==> src/rtl/load_align.sv <==
// Load return-path aligner: tracks in-flight loads against a synchronous-read data
// memory, then extracts and sign/zero-extends the addressed byte, halfword or word.
module load_align #(
    parameter int RD_LATENCY = 1
) (
    input  logic        clk_i,
    input  logic        rst_i,
    input  logic        req_valid_i,
    input  logic [31:0] req_addr_i,
    input  logic [2:0]  req_funct3_i,
    input  logic        stall_i,
    input  logic [31:0] mem_rdata_i,
    output logic        load_valid_o,
    output logic [31:0] load_data_o,
    output logic        load_err_o
);
    localparam logic [2:0] FNC_LB  = 3'b000;
    localparam logic [2:0] FNC_LH  = 3'b001;
    localparam logic [2:0] FNC_LW  = 3'b010;
    localparam logic [2:0] FNC_LBU = 3'b100;
    localparam logic [2:0] FNC_LHU = 3'b101;
    localparam int         F       = RD_LATENCY - 1;

    logic [RD_LATENCY-1:0] vld_q, vld_d;
    logic [RD_LATENCY-1:0] err_q, err_d;
    logic [1:0]            off_q [RD_LATENCY];
    logic [1:0]            off_d [RD_LATENCY];
    logic [2:0]            f3_q  [RD_LATENCY];
    logic [2:0]            f3_d  [RD_LATENCY];
    logic                  hold_vld_q, hold_vld_d;
    logic [31:0]           hold_q, hold_d;
    logic                  err_calc;
    logic [31:0]           src;
    logic [7:0]            byte_w;
    logic [15:0]           half_w;
    logic                  unused_addr;

    assign unused_addr = ^req_addr_i[31:2];

    always_comb begin
        case (req_funct3_i)
            FNC_LB, FNC_LBU: err_calc = 1'b0;
            FNC_LH, FNC_LHU: err_calc = req_addr_i[0];
            FNC_LW:          err_calc = |req_addr_i[1:0];
            default:         err_calc = 1'b1;
        endcase
    end

    // The final stage's word is captured on the first stalled cycle so memory may move on.
    always_comb begin
        vld_d      = vld_q;
        err_d      = err_q;
        off_d      = off_q;
        f3_d       = f3_q;
        hold_vld_d = hold_vld_q;
        hold_d     = hold_q;
        if (!stall_i) begin
            vld_d[0] = req_valid_i;
            err_d[0] = err_calc;
            off_d[0] = req_addr_i[1:0];
            f3_d[0]  = req_funct3_i;
            for (int i = 1; i < RD_LATENCY; i++) begin
                vld_d[i] = vld_q[i-1];
                err_d[i] = err_q[i-1];
                off_d[i] = off_q[i-1];
                f3_d[i]  = f3_q[i-1];
            end
            hold_vld_d = 1'b0;
        end else if (vld_q[F] && !hold_vld_q) begin
            hold_vld_d = 1'b1;
            hold_d     = mem_rdata_i;
        end
    end

    always_ff @(posedge clk_i) begin
        if (rst_i) begin
            vld_q      <= '0;
            err_q      <= '0;
            hold_vld_q <= 1'b0;
            hold_q     <= '0;
            for (int i = 0; i < RD_LATENCY; i++) begin
                off_q[i] <= '0;
                f3_q[i]  <= '0;
            end
        end else begin
            vld_q      <= vld_d;
            err_q      <= err_d;
            off_q      <= off_d;
            f3_q       <= f3_d;
            hold_vld_q <= hold_vld_d;
            hold_q     <= hold_d;
        end
    end

    assign src    = hold_vld_q ? hold_q : mem_rdata_i;
    assign byte_w = 8'(src >> {off_q[F], 3'b000});
    assign half_w = 16'(src >> {off_q[F][1], 4'b0000});

    // Gating with rst_i keeps a load that reaches the last stage during reset from showing.
    always_comb begin
        load_valid_o = vld_q[F] & ~rst_i;
        load_data_o  = '0;
        load_err_o   = 1'b0;
        if (load_valid_o) begin
            if (err_q[F]) begin
                load_err_o = 1'b1;
            end else begin
                case (f3_q[F])
                    FNC_LB:  load_data_o = {{24{byte_w[7]}}, byte_w};
                    FNC_LBU: load_data_o = {24'h0, byte_w};
                    FNC_LH:  load_data_o = {{16{half_w[15]}}, half_w};
                    FNC_LHU: load_data_o = {16'h0, half_w};
                    default: load_data_o = src;
                endcase
            end
        end
    end
endmodule

==> config.mk <==
export PLATFORM = sky130hd
export DESIGN_NAME = load_align
export DESIGN_NICKNAME = d
export VERILOG_FILES = /design/src/rtl/load_align.sv
export SDC_FILE = /design/constraint.sdc
export NUM_CORES = 1
export LEC_CHECK = 0
export ABC_CLOCK_PERIOD_IN_PS = 2700
export BUFFER_PORTS_ARGS = -buffer_cell sky130_fd_sc_hd__buf_2
export CORE_MARGIN = 2
export CORE_UTILIZATION = 50
export DETAILED_ROUTE_END_ITERATION = 10
export PLACE_DENSITY = 0.82
export SKIP_LAST_GASP = 1
export SLEW_MARGIN = 10
export SYNTH_ARGS = -nofsm -noshare
export SYNTH_HDL_FRONTEND = slang
export SYNTH_SLANG_ARGS = --single-unit
==> constraint.sdc <==
create_clock -name clk_i -period 2.7 [get_ports clk_i]
set_input_delay 0.54 -clock clk_i [delete_from_list [all_inputs] [get_ports clk_i]]
set_output_delay 0.54 -clock clk_i [all_outputs]
set_load 0.01 [all_outputs]
; ---- After elaboration in Yosys (flattened, before gate mapping)
; Cells that the tools add are included.
[totals]
wordCells = 34
regBits = 40
[classes]
n_bitwise = 3
eq_ne = 7
reduce_logical = 9
shifts = 2
muxes = 7
[ops]
columns = operator, count
row1 = one-hot mux 32 bit (4 select lines), 1
row2 = 2-to-1 mux 32 bit, 3
row3 = right shift 32 x 5 -> 16 bit, 1
row4 = right shift 32 x 5 -> 8 bit, 1
row5 = "equality test 3 bit, second input constant", 4
row6 = OR reduction 2 bit, 4
row7 = "equality test 3 x 1 -> 1 bit, second input constant", 2
row8 = logical NOT 3 bit, 2
row9 = "equality test 3 x 2 -> 1 bit, second input constant", 1
row10 = one-hot mux 1 bit (3 select lines), 1
row11 = 2-to-1 mux 1 bit, 2
row12 = inverter 1 bit, 2
row13 = AND reduction 2 bit, 1
row14 = AND 1 bit, 1
row15 = logical AND 1 bit, 1
row16 = logical NOT 1 bit, 1

; ---- Depth between registers and ports, before layout
[logic_depth]
word_depth = 5
mapped_depth = 8
ltp_nobuf = 4

; ---- Worst setup path after synthesis
; OpenSTA, ideal clock, no wires.
[synth_timing]
path_type = in2out
start = input port rst_i
end = output port load_data_o[2]
path_buffers = 2
cell_stages = 5
setup_slack_ps = 289
arrival_time_ps = 1871
required_ps = 2160
path_cell_list = clkbuf_1 > or3b_2 > buf_2 > or3_4 > o22ai_1
[synth_between]
elab_chain_cells = 3
[synth_rtl]
columns = item, line_no
row1 = "start, declared", 7  ; input logic rst_i,
row2 = inverter 1 bit, 101  ; load_valid_o = vld_q[F] & ~rst_i;
row3 = AND 1 bit, 101
row4 = 2-to-1 mux 32 bit, 104  ; if (load_valid_o) begin
row5 = "end, declared", 14  ; output logic [31:0] load_data_o,
; No other way between the ends.

; ---- Worst setup path after layout
[layout_timing]
start = register off_q[1] (netlist bit)
end = output port load_data_o[20]
[layout_between]
elab_chain_cells = 4
word_cells_on_any_way = 5
cone_classes = shift (2) / mux (3)
[layout_rtl]
columns = item, line_no
row1 = "start, declared", 26  ; logic [1:0] off_q [RD_LATENCY];
row2 = "start signal, assigned by index", 82  ; off_q[i] <= '0;
row3 = "start signal, assigned", 88  ; off_q <= off_d;
row4 = right shift 32 x 5 -> 16 bit / right shift 32 x 5 -> 8 bit (equally long branches), "97, 96"
row5 = one-hot mux 32 bit (4 select lines) *, 108  ; case (f3_q[F])
row6 = 2-to-1 mux 32 bit *, 105  ; if (err_q[F]) begin
row7 = 2-to-1 mux 32 bit *, 104
; Every way passes the cells marked *; elsewhere a longest branch is shown, timed or not.

==> impl_metrics.toml <==
[outcome]
status = "finished clean"

[hold_path]
holdCritPathClass = "in -> reg"
holdPathEnd = "hold_vld_q$_SDFFE_PP0P_"
hold_depth = 2
hp-start = "rst_i"

[clock_network]
cts_buffers = 5
clockRootBuffer = "clkbuf_8"
cts_max_level = 2
cts_tree = "yes"
path_clk_slew_ns = 0.07
clk_latency_ns = 0.29
clk_path_buf_depth = 2
cts.sinks = 40
holdBufCountCts = 0

[drt]
drtPass1Iterations = 4
drcViolationCount = 0
routed_wirelength_um = 7694
ant_nets = 0
drt_iter0_markers = 176
vias = 2785
wl_per_cell_um = 16.06
vias_per_cell = 5.814

[worst_setup_path]
crit_required_ns = 2.16
path_max_fanout = 8
crit_buf_inv = 2
start_kind = "register"
ff2ff_path_depth = 4
crit_family = "multiplexers"
worst-r2r-setup-slack_ns = 1.03
cp_slowest_cell = "mux4_2"
r2r_start = "hold_vld_q$_SDFFE_PP0P_"
path_class = "reg -> out"
slowest_delay_ns = 0.56
crit_arrival_ns = 2.12
reg2reg_to = "hold_q[14]$_SDFFE_PP0P_"
cp_cell_sequence = "mux4_2 -> and4_4 -> a31oi_4 -> buf_12 -> o21ai_0 -> buf_2"
end_kind = "primary output"

[layout]
drive_above_1_share_pct = 34.64
fillers = 469
area_growth_pct = 21.18
finish.utilization_pct = 62.67
finalNonFillerCells = 479
nNetsFinal = 477
final_cell_area_um2 = 3430
seq_area_um2 = 809.5
insertedDiodeCount = 0
multiInputGateArea_um2 = 1892

[timing]
drv_slew = 0
fin_crit_ns = 2.656
finClkSkew_ns = 0.001790
setup_viol = 0
relSlewSlack_pct = 56.05
hold_viol_final = 0
fin_ws_ns = 0.04432
period_share_pct = 98.36
grt_setup_unrepaired = "true"
hold_slack_ns = 0.4570
clock.fmax_mhz = 376.6
tightest_slew_ns = 0.6592

[global_route]
met2_usage_pct = 41.78
grt_max_degree = 33
grt_pass1_wl_um = 12460
grt.total_usage_pct = 25.12
antenna_found_initial = 0
gr-usage-met1_pct = 32.76
met3_usage_pct = 5.795
grt_busiest_layer = "met2"
grt-ovfl-total = 0
grt_pass1_vias = 2626

[pwr]
clock_power_share_pct = 30.5
switching_share_pct = 29.60
power.switching_w = 0.0004039
power_leakage_nw = 1.318
seqPwrFrac_pct = 46.5
comb_power_share_pct = 23.0
power.density_nw_per_um2 = 397.8
internal_power_w = 0.0009605
peakVddDrop_mv = 0.1939

[die]
die_w_um = 79.24
start_util_pct = 51.71
die_h_um = 79.24
dieArea_um2 = 6278
fp-row-count = 27
io_pins = 105
core_um2 = 5473

[synthesis]
synthArstFlopShare_pct = 0
ys_top_cells_by_count = "80 x nand2_1, 40 x dfxtp_1, 37 x mux2i_1"
syn-cell-area_um2 = 2830
synthesis.nets = 408
ys_warn_count = 0
ys_ff_latch = 40
syn_inst = 337
synth_top_area_share_pct = 28.29
synth.most_common_cell = "nand2_1"
ys_types = 38
yosysTopAreaCell = "dfxtp_1"
synth-edff-count = 0
avgSynthCellArea_um2 = 8.398
yosysSeqAreaShare_pct = 28.29
dominantRegCellSynth = "dfxtp_1"
synthTopCellsByArea = "dfxtp_1 28%, mux2i_1 13%, nand2_1 11%"

[placed_design]
dpl.hpwl_um = 5624
dp.cells = 468
dpl_cell_area_um2 = 3262
dpl_worst_slack_ns = 0.09200
place.gp.congestion = 0.9077
io_buffers = 74

[job]
drv_cap = 0
layout make-up:
class,count,share of cell area [%]
Timing Repair Buffer,94,15.76
Clock buffer,8,2.627
Tap cell,72,2.627
Sequential cell,40,23.60
Inverter,2,0.2189
Multi-Input combinational cell,263,55.16
power by group through the flow:
stage | clock (W) | sequential [W] | combinational [W]
after global routing | 0.000450 | 0.000638 | 0.000341
after global placement | 0 | 0.000646 | 0.000289
after detailed placement | 0 | 0.000648 | 0.000296
after floorplan | 0 | 0.000632 | 0.000210
after CTS | 0.000427 | 0.000634 | 0.000305
final | 0.000416 | 0.000634 | 0.000314
layer usage:
metal | up-vias | wire, um
met5 | - | 0
met3 | 11 | 625
li1 | 1346 | -
met4 | 0 | 93
met2 | 120 | 3748
met1 | 1308 | 3227
layout by cell type, fill, tap and decap left out, types with 2 or more instances in the layout:
cell       instances
nand2_1           80
dfxtp_4            2
o31a_1             4
a211oi_1           7
nand2b_1           4
a31oi_4            2
a22oi_1            4
a21oi_1           36
inv_1              2
a221oi_2           5
buf_2             74
and2_1            10
buf_6              2
o2bb2ai_1          4
nor3b_1            2
o21ai_0            6
mux2i_1           37
clkbuf_1           2
a221oi_1           2
clkbuf_8           6
mux4_1             2
mux2_2             4
nor2b_1            4
buf_4             17
o22ai_1            4
o21ai_2           10
nor2_1            14
mux4_2             9
dfxtp_1           37
stage by stage:
| stage | setup TNS, ns | total power, W |
|---|---|---|
| finish | 0 | 0.001364 |
| CTS | 0 | 0.001366 |
| global placement | 0 | 0.0009347 |
| floorplan | 0 | 0.0008427 |
| global route | -0.003951 | 0.001428 |
| detailed placement | 0 | 0.0009434 |
registers in the layout (all words and copies together), names as in the netlist:
register,count
f3_q,3
hold_q,32
off_q,2
hold_vld_q,1
err_q,1
vld_q,1
how the worst max path moves through the flow:
| stage | from | to | slack (ns) | depth (start not counted) |
|---|---|---|---|---|
| final | off_q[1]$_SDFFE_PP0N_ | load_data_o[20] | 0.04 | 6 |
| after global routing | off_q[1]$_SDFFE_PP0N_ | load_data_o[20] | -0.004 | 6 |
| after CTS | off_q[1]$_SDFFE_PP0N_ | load_data_o[20] | 0.003 | 6 |
| after detailed placement | mem_rdata_i[15] | load_data_o[26] | 0.09 | 7 |
| after global placement | mem_rdata_i[15] | load_data_o[26] | 0.12 | 7 |
| after floorplan | rst_i | load_data_o[2] | 0.29 | 5 |
worst reg2reg max path, stage by stage (launching register included):
cell and delay, ns:
dfxtp_4 0.49, buf_4 0.24, or2_2 0.57, nand2_1 0.15, a21oi_1 0.16
cell families (layout without fill, tap and decap cells):
logic type             Yosys count  in the layout  share of synthesized area (%)
AND/OR/NAND/NOR                123            123                          19.63
AO/OA/AOI/OAI                   88             88                          22.02
multiplexers                    52             52                          23.70
flip-flops                      40             40                          28.29
buffers and inverters           34            104                          6.366
repair_timing:
action,in CTS,in global routing
setup endpoints to repair,25,23
endpoints found under the hold margin,0,0
buffers inserted,2,1
pin swaps,1,3
gates resized for setup,8,5
(Power assumes the default switching activity.)
